**src/rtl/message_rx_buffer_pkg.sv**
```systemverilog
// Shared definitions for the message counter / receive buffer pair.
package message_rx_buffer_pkg;

  // Message layout shared with the counter: region select bits followed by count bits.
  localparam int MSG_WIDTH    = 64;
  localparam int REGION_WIDTH = 16;

  // Receive-side control states.
  typedef enum logic [2:0] {
    ST_IDLE  = 3'd0,
    ST_RUN   = 3'd1,
    ST_DRAIN = 3'd2,
    ST_DONE  = 3'd3,
    ST_FLUSH = 3'd4
  } rx_state_t;

endpackage

```
**src/rtl/message_rx_buffer_sync_fifo_fwft.sv**
```systemverilog
// First-word fall-through FIFO: head entry is visible on o_data while non-empty.
// A push into a full FIFO is still accepted when a pop happens in the same cycle.
module sync_fifo_fwft
  import message_rx_buffer_pkg::*;
#(
  parameter int WIDTH = MSG_WIDTH,
  parameter int DEPTH = 8
) (
  input  logic                     clk,
  input  logic                     rst_n,
  input  logic                     i_clear,
  input  logic                     i_push,
  input  logic [WIDTH-1:0]         i_data,
  input  logic                     i_pop,
  output logic                     o_push_ok,
  output logic [WIDTH-1:0]         o_data,
  output logic                     o_empty,
  output logic [$clog2(DEPTH):0]   o_level,
  output logic [$clog2(DEPTH):0]   o_level_next
);

  localparam int AW = $clog2(DEPTH);
  localparam int LW = AW + 1;

  logic [WIDTH-1:0] r_mem [DEPTH];
  logic [AW-1:0]    r_wr_ptr;
  logic [AW-1:0]    r_rd_ptr;
  logic [LW-1:0]    r_level;
  logic [LW-1:0]    w_level_next;
  logic             w_empty;
  logic             w_full;
  logic             w_do_push;
  logic             w_do_pop;

  assign w_empty   = (r_level == '0);
  assign w_full    = (r_level == LW'(DEPTH));
  // A flush wins over both ports; a full FIFO only takes a write if a slot frees this cycle.
  assign w_do_pop  = i_pop && !i_clear && !w_empty;
  assign w_do_push = i_push && !i_clear && (!w_full || w_do_pop);

  // Post-edge occupancy, used by the parent for its registered backpressure.
  always_comb begin
    w_level_next = r_level;
    if (i_clear)
      w_level_next = '0;
    else if (w_do_push && !w_do_pop)
      w_level_next = r_level + LW'(1);
    else if (!w_do_push && w_do_pop)
      w_level_next = r_level - LW'(1);
  end

  // Storage write port.
  always_ff @(posedge clk or negedge rst_n) begin
    if (!rst_n) begin
      for (int i = 0; i < DEPTH; i++) r_mem[i] <= '0;
    end else if (w_do_push) begin
      r_mem[r_wr_ptr] <= i_data;
    end
  end

  // Pointer and occupancy bookkeeping; pointers wrap naturally since DEPTH is a power of two.
  always_ff @(posedge clk or negedge rst_n) begin
    if (!rst_n) begin
      r_wr_ptr <= '0;
      r_rd_ptr <= '0;
      r_level  <= '0;
    end else if (i_clear) begin
      r_wr_ptr <= '0;
      r_rd_ptr <= '0;
      r_level  <= '0;
    end else begin
      if (w_do_push) r_wr_ptr <= r_wr_ptr + AW'(1);
      if (w_do_pop)  r_rd_ptr <= r_rd_ptr + AW'(1);
      r_level <= w_level_next;
    end
  end

  // Stale storage after a flush is masked so the head reads 0 whenever empty.
  assign o_data       = w_empty ? '0 : r_mem[r_rd_ptr];
  assign o_empty      = w_empty;
  assign o_level      = r_level;
  assign o_level_next = w_level_next;
  assign o_push_ok    = w_do_push;

endmodule

```
**src/rtl/message_rx_buffer.sv**
```systemverilog
// Consumer end of the message-counter stream: buffers counter messages, throttles the
// counter through pause, restarts it on a flush and flags when the region has drained.
module message_rx_buffer
  import message_rx_buffer_pkg::*;
#(
  parameter int WIDTH = MSG_WIDTH,
  parameter int DEPTH = 8,
  parameter int SKID  = 2
) (
  input  logic                     clk,
  input  logic                     rst_n,
  input  logic                     clear,
  input  logic [WIDTH-1:0]         msg_in,
  input  logic                     msg_valid,
  input  logic                     msg_done,
  output logic                     pause,
  output logic                     reset_counter,
  output logic [WIDTH-1:0]         out_data,
  output logic                     out_valid,
  input  logic                     out_ready,
  output logic                     all_done,
  output logic                     overflow,
  output logic [31:0]              msg_count,
  output logic [$clog2(DEPTH):0]   level
);

  localparam int LW = $clog2(DEPTH) + 1;

  rx_state_t     r_state;
  rx_state_t     w_state_next;
  logic          r_pause;
  logic          r_overflow;
  logic [31:0]   r_msg_count;

  logic          w_push_req;
  logic          w_push_ok;
  logic          w_pop;
  logic          w_fifo_empty;
  logic [LW-1:0] w_level;
  logic [LW-1:0] w_level_next;
  logic          w_pause_next;

  // Messages are only taken while a region is being collected or drained.
  assign w_push_req = msg_valid &&
                      ((r_state == ST_IDLE) || (r_state == ST_RUN) || (r_state == ST_DRAIN));
  assign w_pop      = !w_fifo_empty && out_ready;

  sync_fifo_fwft #(
    .WIDTH (WIDTH),
    .DEPTH (DEPTH)
  ) u_fifo (
    .clk          (clk),
    .rst_n        (rst_n),
    .i_clear      (clear),
    .i_push       (w_push_req),
    .i_data       (msg_in),
    .i_pop        (w_pop),
    .o_push_ok    (w_push_ok),
    .o_data       (out_data),
    .o_empty      (w_fifo_empty),
    .o_level      (w_level),
    .o_level_next (w_level_next)
  );

  // Next-state decode; clear overrides everything. "Empty" means nothing held and nothing
  // arriving this cycle, so DONE is never entered with a message still in flight.
  always_comb begin
    w_state_next = r_state;
    if (clear) begin
      w_state_next = ST_FLUSH;
    end else begin
      case (r_state)
        ST_IDLE:  if (msg_valid) w_state_next = ST_RUN;
        ST_RUN:   if (msg_done)
                    w_state_next = (w_fifo_empty && !w_push_ok) ? ST_DONE : ST_DRAIN;
        ST_DRAIN: if (w_fifo_empty && !w_push_ok) w_state_next = ST_DONE;
        ST_DONE:  w_state_next = ST_DONE;
        ST_FLUSH: w_state_next = ST_IDLE;
        default:  w_state_next = ST_IDLE;
      endcase
    end
  end

  // Backpressure reserves SKID free slots for the counter's one-cycle reaction time.
  assign w_pause_next = ((w_state_next == ST_RUN) || (w_state_next == ST_DRAIN)) &&
                        (w_level_next >= LW'(DEPTH - SKID));

  // State register with registered pause, sticky overflow and accepted-message count.
  always_ff @(posedge clk or negedge rst_n) begin
    if (!rst_n) begin
      r_state     <= ST_IDLE;
      r_pause     <= 1'b0;
      r_overflow  <= 1'b0;
      r_msg_count <= '0;
    end else begin
      r_state <= w_state_next;
      r_pause <= w_pause_next;
      if (clear) begin
        r_overflow  <= 1'b0;
        r_msg_count <= '0;
      end else begin
        if (w_push_req && !w_push_ok) r_overflow  <= 1'b1;
        if (w_push_ok)                r_msg_count <= r_msg_count + 32'd1;
      end
    end
  end

  assign pause         = r_pause;
  assign reset_counter = (r_state == ST_FLUSH);
  assign all_done      = (r_state == ST_DONE);
  assign overflow      = r_overflow;
  assign msg_count     = r_msg_count;
  assign out_valid     = !w_fifo_empty;
  assign level         = w_level;

endmodule
```
**config.mk**
```make
export PLATFORM = sky130hd
export DESIGN_NAME = message_rx_buffer
export DESIGN_NICKNAME = d
export VERILOG_FILES = /design/src/rtl/message_rx_buffer_pkg.sv /design/src/rtl/message_rx_buffer_sync_fifo_fwft.sv /design/src/rtl/message_rx_buffer.sv
export SDC_FILE = /design/constraint.sdc
export NUM_CORES = 1
export LEC_CHECK = 0
export CORE_MARGIN = 8
export CORE_UTILIZATION = 50
export CTS_CLUSTER_DIAMETER = 80
export CTS_CLUSTER_SIZE = 12
export DETAILED_ROUTE_END_ITERATION = 7
export GPL_TIMING_DRIVEN = 0
export PLACE_DENSITY = 0.79
export SYNTH_ARGS = -nofsm -noshare
export SYNTH_HDL_FRONTEND = slang
export SYNTH_SLANG_ARGS = --single-unit
export TNS_END_PERCENT = 100
```
**constraint.sdc**
```tcl
create_clock -name clk -period 6.1 [get_ports clk]
set_input_delay 0.61 -clock clk [delete_from_list [all_inputs] [get_ports clk]]
set_output_delay 0.61 -clock clk [all_outputs]
set_load 0.1 [all_outputs]
```
==> results.py, run 1 <==
metrics = {
    "status": {
        "status": "finished with violations",
        "violations": "max-capacitance violations, max-slew violations",
    },
    "global_routing": {
        "grt_pass1_vias": 16500,
        "grt_pass1_wl_um": 95100,
        "use_met2": 0.348,
        "grt_use_total": 0.209,
        "grt_max_degree": 134,
        "grt_remaining_overflow": 0,
        "grt_use_met3": 0.0334,
        "antenna_found_initial": 6,
        "use_met1": 0.281,
        "top_usage_layer": "met2",
    },
    "setup_path": {
        "path_delay_family": "buffers and inverters",
        "crit_fanout": 10,
        "critPathKind": "reg2out",
        "timing.critical_path.required_ns": 5.49,
        "cp-end-kind": "primary output",
        "slowest_delay_ns": 1.15,
        "worstPathCellList": "inv_1, ha_1, nand2b_1, nor2_1, clkbuf_1, clkbuf_1, nor2_1, clkdlybuf4s50_1",
        "slowest_stage": "clkbuf_1",
        "cp_data_arrival_time_ns": 4.68,
        "cp.buffers_inverters": 4,
        "cp-start-kind": "flip-flop",
    },
    "timing": {
        "worst_pin_slew_ns": 1.55,
        "period_minus_slack_ns": 5.29,
        "setup_viol": 0,
        "post-route-period-util": 0.867,
        "rsz0062_at_grt": "false",
        "hold_viol": 0,
        "timing.slew.headroom": -0.0338,
        "max_freq_mhz": 189,
        "slew_violations": 11,
        "skew_ns": 0.0137,
        "fin_setup_tns_ns": 0,
    },
    "min_path": {
        "hold_class": "reg2reg",
    },
    "synth": {
        "synth-main-ff-cell": "dfrtp_1",
        "syn_inst": 1649,
        "ys_seq_elements": 559,
        "yosys-top-cells-count": "559 x dfrtp_1, 486 x mux2_2, 128 x mux4_2",
        "seq_area_frac_synth": 0.551,
        "yosys.cell_count.top_type": "dfrtp_1",
        "async_reset_ff_frac": 1.00,
        "yosysUniqueCellTypes": 54,
        "synth_area_leaders": "dfrtp_1 55%, mux2_2 22%, mux4_2 11%, mux2i_1 3.0%, nor2_1 1.4%",
        "yosysWarnings": 0,
        "synth_edf_count": 0,
        "netlist.area_leader.share": 0.551,
        "synth_largest_area_cell": "dfrtp_1",
        "synth_area_per_cell_um2": 15.4,
        "syn-num-nets": 1724,
        "syn_area_um2": 25400,
    },
    "clocking": {
        "cts_tree": "yes",
        "cts_resized": 0,
        "htreeDepth": 2,
        "clockBufferDepth": 3,
        "cts_setup_buffers": 0,
        "cts_sinks": 559,
        "clkLatencyLatePin_ns": 0.60,
        "cts_inserted_buffers": 53,
        "clk_pin_slew_ns": 0.06,
        "cts_root_buffer": "clkbuf_16",
    },
    "detailed_routing": {
        "drtIter0Drc": 981,
        "wl_per_cell_um": 23.2,
        "via_count": 15000,
        "antenna_left": 0,
        "firstDrtPassIters": 5,
        "via_per_inst": 5.85,
        "routed_wirelength_um": 59400,
        "remaining_drc_errors": 0,
    },
    "placed_design": {
        "place_congestion": 0.822,
        "port_buffers": 173,
        "hpwl_um": 38500,
    },
    "final_layout": {
        "drive_gt1_frac": 0.392,
        "postLayoutCoreUtil": 0.589,
        "fill_cells": 3855,
        "area_growth_pct": 16.3,
        "fin_nets": 1957,
    },
    "floorplan": {
        "die_h_um": 241,
        "core-area_um2": 50200,
        "ios": 175,
        "rows": 82,
        "die_area_um2": 58300,
        "die_w_um": 241,
        "start_util": 0.506,
    },
    "power": {
        "p_per_area_nw_per_um2": 372,
        "ir_drop_mv": 0.318,
        "p_leak_uw": 0.0133,
    },
    "flow_run": {
        "drv_cap": 1,
    },
}
worst paths after layout:
path	startpoint	to	slack [ns]	cells past startpoint
min in group asynchronous	rst_n	msg_count[29]	0.51	2
max in group asynchronous	rst_n	u_fifo.r_mem[418]	3.97	4
hold reg to reg	u_fifo.r_mem[329]	u_fifo.r_mem[329]	0.49	1
setup / recovery	u_fifo.o_level[0]	out_data[44]	0.81	8
hold / removal	u_fifo.r_mem[329]	u_fifo.r_mem[329]	0.49	1
setup reg to reg	u_fifo.o_level[0]	u_fifo.r_mem[158]	2.94	9
area by class of cell:
type,count,area [um^2],area share
inverter,5,18.8,0.000635
multi-input combinational,977,10800,0.367
antenna,3,7.51,0.000254
timing repair buffer,178,1860,0.0628
clock inverter,4,53.8,0.00182
clock buffer,57,1390,0.0472
buffer,108,551,0.0186
sequential,559,14000,0.473
tap,672,841,0.0285
state kept, by name (all words and copies together) (netlist names):
signal	count
r_state	3
msg_count	32
u_fifo.r_wr_ptr	3
u_fifo.o_level	4
overflow	1
u_fifo.r_rd_ptr	3
pause	1
u_fifo.r_mem	512
per-stage QoR:
step / setup slack [ns] / total power [uW] / hold slack, ns / cells / cell area [um^2]
6_report: 0.810 / 11000 / 0.486 / 2563 / 29600
5_1_grt: 0.685 / 11400 / 0.506 / 2560 / 29500
4_1_cts: 0.888 / 11100 / 0.489 / 2560 / 29500
3_5_place_dp: 1.55 / 8110 / 0.475 / 2498 / 28100
3_3_place_gp: -18.72 / 8030 / 0.462 / 2494 / 28000
2_1_floorplan: 2.24 / 7070 / 0.314 / 1649 / 25400
report_power, final:
part / total (uW) / switching, uW / internal (uW)
clock network: 2970 / 1330 / 1640
logic: 3760 / 2540 / 1230
registers: 4260 / 186 / 4070
total: 11000 / 4050 / 6940
layout by cell type (no fill, tap or decap), types with 3 or more instances in the layout:
cell | synthesis | routed
buf_6 | 12 | 12
inv_1 | 3 | 3
diode_2 | 0 | 3
nand2_1 | 33 | 33
xnor2_1 | 6 | 6
xor2_1 | 14 | 14
mux4_2 | 128 | 128
a21oi_1 | 7 | 7
mux2_1 | 26 | 26
buf_2 | 41 | 41
mux2i_1 | 75 | 75
nor3_1 | 7 | 7
buf_16 | 0 | 4
clkdlybuf4s50_1 | 0 | 172
nand3b_1 | 3 | 3
nand3_1 | 21 | 21
nor2_1 | 97 | 97
clkbuf_1 | 32 | 33
buf_1 | 22 | 22
nand4_1 | 9 | 9
clkbuf_16 | 0 | 55
nor4_1 | 3 | 3
dfrtp_1 | 559 | 559
ha_1 | 5 | 5
nor2b_1 | 4 | 4
and4_1 | 5 | 5
o21ai_0 | 12 | 12
and2_1 | 3 | 3
mux2_2 | 486 | 486
worst register-to-register path: cells and delay by family, from the launching register on:
| family | cells | cell delay [ns] |
|---|---|---|
| and+or+nand+nor | 4 | 1.37 |
| buffers and inverters | 3 | 0.60 |
| DFF | 1 | 0.47 |
| muxes | 1 | 0.36 |
| adders and majority gates | 1 | 0.25 |
cells by family after synthesis:
logic type      synth area share
mux                        0.370
flops                      0.551
buf+inv                   0.0224
simple gates              0.0389
compound gates           0.00862
fa+ha+maj                0.00246
xor+xnor                 0.00690
per-layer routing:
layer	vias up	part of all wire	wire (um)
met2	262	0.50	29500
met3	93	0.042	2480
met1	8116	0.44	25900
li1	6526	-	-
met4	8	0.024	1420
met5	-	0.00088	52
what timing repair did:
action	CTS	global route
setup endpoints to repair	0	0
hold buffers	1	0
hold endpoints to repair	47	0
No activity file was read; power rests on OpenSTA's default activity.
==> inputs of run 2 (changes only) <==
Settings changed: PLACE_DENSITY 0.79 to 0.8.
==> run 2 against run 1 <==
The run now ends clean. Setup slack better by 0.14 ns. Combinational power about the same. Global-route usage grew 0.18 points. Core utilization shrank 0.12 points. Final cell count about the same. Sequential share of layout area rose by 0.096 points. Critical path depth unchanged. Sequential power is essentially flat. Clock-buffer cell count shrank 3. Critical path type unchanged.
==> results.py, run 2 (synthesis gave the netlist of run 1 again) <==
metrics = {
    "setup_path": {
        "timing.critical_path.required_ns": 5.49,
        "crit_path_end": "out_data[41]",
        "critPathKind": "reg2out",
        "crit_fanout": 10,
        "timing.rr.start": "u_fifo.o_level[0]",
        "cp-start-kind": "flip-flop",
        "cp-end-kind": "primary output",
        "reg2reg_to": "u_fifo.r_mem[178]",
        "rrSetupSlack_ns": 2.95,
        "cp_data_arrival_time_ns": 4.54,
        "reg2reg_depth": 9,
        "crit_path_start": "u_fifo.o_level[0]",
    },
    "status": {
        "status": "finished, final reports clean",
    },
    "floorplan": {
        "rows": 82,
        "die_area_um2": 58300,
        "die_h_um": 241,
        "die_w_um": 241,
        "ios": 175,
        "core-area_um2": 50200,
        "start_util": 0.506,
    },
    "global_routing": {
        "grt_max_degree": 127,
        "grt_remaining_overflow": 0,
        "grt_use_total": 0.211,
        "grt_pass1_wl_um": 95800,
        "grt_pass1_vias": 16600,
        "antenna_found_initial": 8,
    },
    "detailed_routing": {
        "drt-met1-wl_um": 25700,
        "via_per_inst": 5.81,
        "via_count": 14900,
        "wl_met2_um": 30100,
        "drtIter0Drc": 889,
        "wl_per_cell_um": 23.4,
        "routed.top_layer": "met5",
        "wl_met3_um": 2700,
        "antenna_left": 0,
        "routed_wirelength_um": 59800,
        "remaining_drc_errors": 0,
        "firstDrtPassIters": 6,
    },
    "timing": {
        "timing.slew.headroom": 0.105,
        "post-route-period-util": 0.844,
        "skew_ns": 0.0165,
        "fin_setup_tns_ns": 0,
        "setup_slack_ns": 0.954,
        "worst_pin_slew_ns": 1.34,
        "max_freq_mhz": 194,
        "setup_viol": 0,
        "rsz0062_at_grt": "false",
        "hold_ws_ns": 0.483,
        "hold_viol": 0,
        "slew_violations": 0,
        "period_minus_slack_ns": 5.15,
    },
    "clocking": {
        "clkLatencyLatePin_ns": 0.60,
        "htreeDepth": 2,
        "cts_inserted_buffers": 52,
        "cts_tree": "yes",
        "cts_sinks": 559,
        "clockBufferDepth": 3,
        "clk_pin_slew_ns": 0.06,
        "cts_setup_buffers": 0,
        "cts_root_buffer": "clkbuf_16",
    },
    "final_layout": {
        "fin_cells": 2562,
        "multiInputGateArea_um2": 10800,
        "final_common_cell": "dfrtp_1",
        "area_growth_pct": 16.1,
        "fill_cells": 3826,
        "top_register": "u_fifo.r_mem",
        "largest_reg_flops": 512,
        "fin_nets": 1957,
        "final_cell_mix": "559 x dfrtp_1, 486 x mux2_2, 172 x clkdlybuf4s50_1",
        "register_area_um2": 14000,
        "drive_gt1_frac": 0.392,
    },
    "power": {
        "p_per_area_nw_per_um2": 369,
        "p_leak_uw": 0.0132,
        "p_total_uw": 10900,
        "ir_drop_mv": 0.278,
    },
    "placed_design": {
        "port_buffers": 173,
        "place_ws_ns": 1.57,
        "place_congestion": 0.794,
        "place_inst": 2498,
        "hpwl_um": 38900,
    },
    "flow_run": {
        "drv_cap": 0,
    },
    "min_path": {
        "hold_class": "reg2reg",
    },
}
==> run 2: how the worst min path moves through the flow <==
stage	startpoint	to	depth (start not counted)	slack, ns
floorplan	rst_n	msg_count[0]	0	0.31
global placement	u_fifo.r_mem[339]	u_fifo.r_mem[339]	1	0.46
detailed placement	u_fifo.r_mem[328]	u_fifo.r_mem[328]	1	0.47
CTS	u_fifo.r_mem[328]	u_fifo.r_mem[328]	1	0.48
global route	u_fifo.r_mem[331]	u_fifo.r_mem[331]	1	0.50
finish	u_fifo.r_mem[331]	u_fifo.r_mem[331]	1	0.48
==> run 2: per-layer routing <==
metal  global-route usage  vias to the layer above
met5                    0                        -
met1                0.277                     7955
li1                     -                     6520
met4               0.0614                        6
met2                0.356                      317
met3               0.0399                       87
==> run 2: what timing repair did <==
action / CTS / global route
hold buffers: 1 / 0
gates resized for setup: 0 / 0
hold endpoints to repair: 24 / 0
==> run 2: cell type report <==
cell class | count | share of cell area
sequential | 559 | 0.474
multi-input combinational | 977 | 0.368
clock buffer | 54 | 0.0458
buffer | 108 | 0.0187
antenna | 6 | 0.000509
timing repair buffer | 179 | 0.0631
clock inverter | 2 | 0.000806
inverter | 5 | 0.000636
tap | 672 | 0.0285
==> run 2: report_power, final <==
part	total, uW	internal (uW)	switching (uW)	leakage [uW]
clock	2860	1550	1310	0.000673
sequential	4260	4070	188	0.00755
combinational	3760	1230	2530	0.00501
==> run 2: per-stage QoR <==
step / instance area, um^2 / util
2_1_floorplan: 25400 / -
3_3_place_gp: 28000 / 0.558
3_5_place_dp: 28100 / 0.560
4_1_cts: 29500 / 0.587
5_1_grt: 29500 / 0.588
6_report: 29500 / 0.588
==> run 2: worst max-delay path, stage by stage, from the launching register on <==
cell             delay, ns
dfrtp_1               0.45
inv_1                 0.09
ha_1                  0.24
nand2b_1              0.14
nor2_1                0.19
clkbuf_1              1.00
clkbuf_1              0.57
nor2_1                0.20
clkdlybuf4s50_1       1.03
